$ cat config.mk
export PLATFORM = sky130hd
export DESIGN_NAME = nr4sdm_recoder_unit
export DESIGN_NICKNAME = d
export VERILOG_FILES = /design/src/rtl/nr4sdm_pkg.sv /design/src/rtl/nr4sdm_digit_slice.sv /design/src/rtl/nr4sdm_recoder_unit.sv
export SDC_FILE = /design/constraint.sdc
export NUM_CORES = 1
export LEC_CHECK = 0
export BUFFER_PORTS_ARGS = -buffer_cell sky130_fd_sc_hd__clkbuf_2
export CAP_MARGIN = 0
export CELL_PAD_IN_SITES_DETAIL_PLACEMENT = 0
export CELL_PAD_IN_SITES_GLOBAL_PLACEMENT = 2
export CORE_MARGIN = 5
export CORE_UTILIZATION = 35
export DETAILED_ROUTE_END_ITERATION = 8
export MAX_ROUTING_LAYER = met4
export PLACE_DENSITY = 0.88
export SLEW_MARGIN = 5
export SYNTH_ARGS = -nofsm -noshare
export SYNTH_HDL_FRONTEND = slang
export SYNTH_HIERARCHICAL = 1
export SYNTH_SLANG_ARGS = --single-unit
$ cat constraint.sdc
create_clock -name clk -period 16.3 [get_ports clk]
set_input_delay 2.445 -clock clk [delete_from_list [all_inputs] [get_ports clk]]
set_output_delay 2.445 -clock clk [all_outputs]
set_load 0.02 [all_outputs]
$ cat src/rtl/nr4sdm_pkg.sv
// Shared widths and correction constant for the NR4SD- multiplier recoder.
package nr4sdm_pkg;

    localparam int A_W   = 16;
    localparam int NDIG  = A_W / 2 - 1;
    localparam int COR_W = 2 * A_W;

    // A negative digit's partial product is the 17-bit one's complement of |d|*B.
    // That is off by (2^(A_W+1) - 1) from -|d|*B, so each one contributes this
    // amount, scaled to its digit position, to the correction word.
    localparam logic [COR_W-1:0] K_NEG = COR_W'(1) - (COR_W'(1) << (A_W + 1));

    // Correction contribution of digit position j when that digit is negative.
    function automatic logic [COR_W-1:0] cor_term(input logic neg, input int j);
        return neg ? (K_NEG << (2 * j)) : '0;
    endfunction

endpackage

$ cat src/rtl/nr4sdm_digit_slice.sv
// One NR4SD- digit: an HA on the even bit, an HA* (OR carry) on the odd bit,
// then decode into PP generator selects.
module nr4sdm_digit_slice (
    input  logic a_lo,
    input  logic a_hi,
    input  logic c_in,
    output logic np,
    output logic nm,
    output logic c_out,
    output logic one_p,
    output logic one_m,
    output logic two_m
);

    logic c_mid;

    // Carry chain and select decode; digit value is -2*nm + np.
    always_comb begin
        np    = a_lo ^ c_in;
        c_mid = a_lo & c_in;
        nm    = a_hi ^ c_mid;
        c_out = a_hi | c_mid;
        one_p = ~nm & np;
        one_m = nm & np;
        two_m = nm & ~np;
    end

endmodule

$ cat src/rtl/nr4sdm_recoder_unit.sv
// Registered NR4SD- recoder: NDIG NR4SD- digits plus a Modified-Booth MSB digit,
// with the correction word the PP summation needs for negative digits.
module nr4sdm_recoder_unit
    import nr4sdm_pkg::*;
(
    input  logic             clk,
    input  logic             rst,
    input  logic             en,
    input  logic [A_W-1:0]   a,
    output logic [NDIG-1:0]  nm,
    output logic [NDIG-1:0]  np,
    output logic [NDIG-1:0]  one_p,
    output logic [NDIG-1:0]  one_m,
    output logic [NDIG-1:0]  two_m,
    output logic             sign,
    output logic             one,
    output logic             two,
    output logic [COR_W-1:0] cor,
    output logic             out_vld
);

    logic [NDIG:0]      c;
    logic [NDIG-1:0]    nm_d, np_d, one_p_d, one_m_d, two_m_d;
    logic               sign_d, one_d, two_d;
    logic [COR_W-1:0]   cor_d;

    assign c[0] = 1'b0;

    for (genvar j = 0; j < NDIG; j++) begin : g_slice
        nr4sdm_digit_slice u_slice (
            .a_lo  (a[2*j]),
            .a_hi  (a[2*j+1]),
            .c_in  (c[j]),
            .np    (np_d[j]),
            .nm    (nm_d[j]),
            .c_out (c[j+1]),
            .one_p (one_p_d[j]),
            .one_m (one_m_d[j]),
            .two_m (two_m_d[j])
        );
    end

    // MSB digit absorbs the final carry: -2*a[15] + a[14] + c14, range -2..+2.
    // sign=1 with zero magnitude is allowed; the PP side treats it as ~0.
    always_comb begin
        sign_d = a[A_W-1];
        one_d  = a[A_W-2] ^ c[NDIG];
        two_d  = (a[A_W-1] ^ a[A_W-2]) & ~one_d;
    end

    // Correction word: one K_NEG term per negative digit, weighted by 4^j.
    always_comb begin
        cor_d = cor_term(sign_d, NDIG);
        for (int j = 0; j < NDIG; j++) begin
            cor_d = cor_d + cor_term(one_m_d[j] | two_m_d[j], j);
        end
    end

    // Output register; an all-zero reset state is a valid all-zero-digit recoding.
    always_ff @(posedge clk) begin
        if (rst) begin
            nm      <= '0;
            np      <= '0;
            one_p   <= '0;
            one_m   <= '0;
            two_m   <= '0;
            sign    <= 1'b0;
            one     <= 1'b0;
            two     <= 1'b0;
            cor     <= '0;
            out_vld <= 1'b0;
        end else if (en) begin
            nm      <= nm_d;
            np      <= np_d;
            one_p   <= one_p_d;
            one_m   <= one_m_d;
            two_m   <= two_m_d;
            sign    <= sign_d;
            one     <= one_d;
            two     <= two_d;
            cor     <= cor_d;
            out_vld <= 1'b1;
        end
    end

endmodule

## Word level (Yosys, flattened, before mapping)

Cells that the tools add are included.

| word-level totals | value |
|---|---|
| bits in registers | 71 |
| input bits | 19 |
| output and inout port bits | 71 |
| word-level logic and storage cells | 95 |

| cells by class | value |
|---|---|
| $add $sub $neg | 7 |
| multiplexer cells | 8 |
| bitwise logic cells | 70 |

Operators by type and width:

| cell | count |
|---|---|
| $mux W32 | 8 |
| $add A32 B32 Y32 | 7 |
| $and A1 B1 Y1 | 28 |
| $not A1 Y1 | 15 |
| $xor A1 B1 Y1 | 14 |
| $or A1 B1 Y1 | 13 |

## Depth between registers and ports, before layout

| logic depth | value |
|---|---|
| depth after elaboration | 16 |
| mapped depth | 41 |

## Hierarchy

The synthesis kept the hierarchy.

By module, submodules not included:

| module | times used | cells an instance | area an instance (µm²) |
|---|---|---|---|
| nr4sdm_recoder_unit | 1 | 319 | 3130.5 |
| nr4sdm_digit_slice | 7 | 8 | 58.8 |

## Worst setup path after synthesis

OpenSTA, ideal clock, no wires.

| path | value |
|---|---|
| path type | input -> register |
| from | in a[1] |
| to | reg cor[31] |
| arrival | 8198 ps |
| path slack | 8023 ps |
| stages on the path | 36 |
| buffers on the path | 0 |
| cells stage by stage | inv_1 ha_1 inv_1 ha_1 inv_1 ha_1 inv_1 ha_1 inv_1 ha_1 inv_1 ha_1 inv_1 ha_1 inv_1 ha_1 inv_1 ha_1 inv_1 ha_1 inv_1 ha_1 and2b_2 nor2_1 inv_1 fa_1 inv_1 fa_1 fa_1 fa_1 xor2_1 xnor2_1 xnor2_2 xnor3_1 xor2_1 a211oi_2 |

RTL lines:

| what | RTL line | text |
|---|---|---|
| start: declaration | nr4sdm_recoder_unit.sv:9 | `input logic [A_W-1:0] a,` |
| $and A1 B1 Y1 | nr4sdm_digit_slice.sv:20 | `c_mid = a_lo & c_in;` |
| $or A1 B1 Y1 | nr4sdm_digit_slice.sv:22 | `c_out = a_hi \| c_mid;` |
| named net c[2] | nr4sdm_recoder_unit.sv:22 | `logic [NDIG:0] c;` |
| $and A1 B1 Y1 | nr4sdm_digit_slice.sv:20 |  |
| $or A1 B1 Y1 | nr4sdm_digit_slice.sv:22 |  |
| named net c[3] | nr4sdm_recoder_unit.sv:22 |  |
| $and A1 B1 Y1 | nr4sdm_digit_slice.sv:20 |  |
| $or A1 B1 Y1 | nr4sdm_digit_slice.sv:22 |  |
| named net c[4] | nr4sdm_recoder_unit.sv:22 |  |
| (+2 left out) | n/a |  |
| named net c[5] | nr4sdm_recoder_unit.sv:22 |  |
| $and A1 B1 Y1 | nr4sdm_digit_slice.sv:20 |  |
| $xor A1 B1 Y1 | nr4sdm_digit_slice.sv:21 | `nm = a_hi ^ c_mid;` |
| named net nm_d[5] | nr4sdm_recoder_unit.sv:23 | `logic [NDIG-1:0] nm_d, np_d, one_p_d, one_m_d, two_m_d;` |
| $and A1 B1 Y1 | nr4sdm_digit_slice.sv:25 | `two_m = nm & ~np;` |
| named net two_m_d[5] | nr4sdm_recoder_unit.sv:23 |  |
| $or A1 B1 Y1 | nr4sdm_recoder_unit.sv:55 | `cor_d = cor_d + cor_term(one_m_d[j] \| two_m_d[j], j);` |
| $mux W32 | nr4sdm_pkg.sv:15 | `return neg ? (K_NEG << (2 * j)) : '0;` |
| $add A32 B32 Y32 (2 in series) | nr4sdm_recoder_unit.sv:55 |  |
| end signal: assignment | nr4sdm_recoder_unit.sv:81 | `cor <= cor_d;` |
| end: declaration | nr4sdm_recoder_unit.sv:18 | `output logic [COR_W-1:0] cor,` |

The timed path passes the listed nets, and every way through them passes these cells.
A chain may end at the register's enable or synchronous reset.

## Final worst setup path

Same ends and word-level chain as after synthesis.

==> summary.md <==
| Metric | Value |
|---|---|
| Fmax | 120 MHz |
| Dpl ws | 7600 ps |
| Seq. cell area | 0.00118 mm2 |
| Worst-path clk slew | 70 ps |
| Area of the multi-input gates | 0.00208 mm2 |
| Synth warnings | 6 |
| Final worst setup slack | 8000 ps |
| PostCTS Resize Cnt | 0 |
| Cell repeated most along the worst path | inv_1 |
| Row count | 36 |
| Inst Count DP | 571 |
| Normalized max-slew margin | 0.313 |
| Seq cells post-synth | 59 |
| Main synth FF type | dfxtp_1 |
| Final net count | 519 |
| Yosys top cell by area | dfxtp_1 |
| Routability Congestion | 0.726 |
| Post-route DRC | 0 |
| Area delta synth->final | 18.5% |
| WL/cell | 12.6 um |
| Tcrit/Tclk final | 0.509 |
| Post-synth ARST share | 0 |
| Mapped cell area | 0.00354 mm2 |
| Initial DRC count | 69 |
| Max Root-Sink Buffers | 2 |
| Class of the worst hold path | flop to flop |
| Clk sink count | 59 |
| Commonest cells after routing, fill and taps aside | 79 x clkbuf_2, 68 x nor2_1, 59 x dfxtp_1 |
| First-pass GRT wire length | 12,500 um |
| Clk Latency, worst-skew pair | 330 ps |
| Most common cell after layout, fill and taps aside | clkbuf_2 |
| Grt ovf | 0 |
| Element type at the critical path end | flop |
| Endpoints failing setup | 0 |
| Die area | 0.0122 mm2 |
| Pwr/cell area | 216 mW/mm2 |
| Delay of the slowest cell on the worst path | 510 ps |
| Post-synth EDFFs | 0 |
| # port buffers | 80 |
| Peak VDD IR | 0.126 mV |
| Area contributors post-synth | dfxtp_1 33%, ha_1 14%, mux2i_1 12% |
| Core area | 0.00982 mm2 |
| Die W | 111 um |
| Drt total wl | 7370 um |
| Drt pass-1 iters | 4 |
| I/O pin total | 90 |
| Root Driver | clkbuf_8 |
| Initial core utilization | 0.361 |
| Final hold vios | 0 |
| Synth Area per Inst | 9.45 um2 |
| Clock skew | 0 ps |
| Routed vias/inst | 4.40 |
| Final TNS setup | 0 ps |
| CTS tree | yes |
| Crit path max fanout | 4 |
| Hold buffers post-CTS | 0 |
| Worst slew pin tran | 1030 ps |
| Final std cells w/o fill | 587 |
| Syn Inst Count | 375 |
| CP Launch Type | input pin |
| Status | complete, no violations |
| RSZ-0062 raised after global routing | false |
| Worst Path Required | 16,550 ps |
| Antenna Violating Nets Remaining | 0 |
| Final Max Tran Viols | 0 |
| Max Cap Viol | 0 |
| CTS Buf Count | 9 |
| Sequential share of the synthesized area | 0.333 |
| Slowest cell on crit path | fa_1 |
| Antenna violations before repair | 0 |
| WP data arrival | 8550 ps |
| # fillers | 1,039 |
| Vias in the first global route | 2,647 |
| Post-CTS Setup Bufs | 0 |
| Minimum clock period | 8300 ps |
| Hpwl dp | 5580 um |
| Core Util, Final | 0.428 |
| Largest net degree at the start of global routing | 76 |
| Synth cell types | 35 |
| Synth top area share | 0.333 |
| GR Util All Layers | 0.128 |
| Setup CP Type | input pin to flop |
| H-tree depth | 3 |
| Layout cells sized above 1 | 0.247 |
| Vert. Die Dim | 111 um |
| Pleak | 0.00221 uW |
| Vias | 2,581 |
| ANT cells | 0 |
-- cell usage after synthesis, drive strengths merged, types with 3 or more instances --
master and number:
xnor2 13, a21oi 3, inv 45, mux2i 44
nand2 3, nand2b 4, ha 40, buf 17
and2 9, a21o 4, clkbuf 10, dfxtp 59
fa 11, nor2 69, xor2 6, and2b 7
nor2b 7, a211oi 13
-- state kept, by name, summed over array words and instances (netlist names) --
name,flops
cor,21
one,1
two,1
nm,7
np,7
out_vld,1
one_p,7
two_m,7
one_m,7
-- cell families (layout without fill, tap and decap cells) --
| family | after synthesis | after routing | share of synthesized area |
|---|---|---|---|
| AND/OR/NAND/NOR | 101 | 101 | 0.137 |
| other | 1 | 10 | 0.00106 |
| AO/OA/AOI/OAI | 27 | 27 | 0.0562 |
| flip-flops | 59 | 59 | 0.333 |
| XOR/XNOR | 20 | 20 | 0.0555 |
| adder cells (fa/ha/maj) | 51 | 51 | 0.203 |
| buffers and inverters | 72 | 142 | 0.0894 |
| multiplexers | 44 | 44 | 0.124 |
-- final timing paths --
| kind | from | to | slack [ps] | cells past startpoint |
|---|---|---|---|---|
| hold / removal | cor[28] | cor[28] | 480 | 2 |
| setup reg to reg | cor[30] | cor[30] | 15380 | 4 |
| setup / recovery | a[1] | cor[31] | 8000 | 37 |
| hold reg to reg | cor[28] | cor[28] | 480 | 2 |
-- metrics by stage --
step	total power, uW	area, um2	hold WS [ps]
floorplan	668	3580	551
global placement	760	4010	455
detailed placement	777	4010	473
CTS	920	4200	484
global route	1010	4200	511
finish	906	4200	482
-- critical path: cells and delay by family --
kind	cells	cell delay, ps
fa+ha+maj	15	3690
simple gates	2	410
buf+inv	14	700
compound gates	1	210
xor+xnor	5	1100
-- metal layers --
metal  part of all wire  wire length [um]  track usage
met2               0.46              3410        0.204
met4             0.0080                59       0.0279
met5                  0                 0            -
met1               0.45              3350        0.147
met3              0.076               562       0.0607
-- report_power, final --
group	switching, uW	internal [uW]	total [uW]
clock network	62.1	71.5	134
registers	9.70	165	174
logic	316	281	598
-- layout make-up --
class	instances	share of cell area
Clock inverter	5	0.0149
Timing Repair Buffer	81	0.0977
Sequential cell	59	0.281
Inverter	45	0.0402
Clock buffer	11	0.0313
Multi-Input combinational cell	253	0.495
Tap cell	133	0.0396
Note: power is estimated with default switching activity, not from simulation.
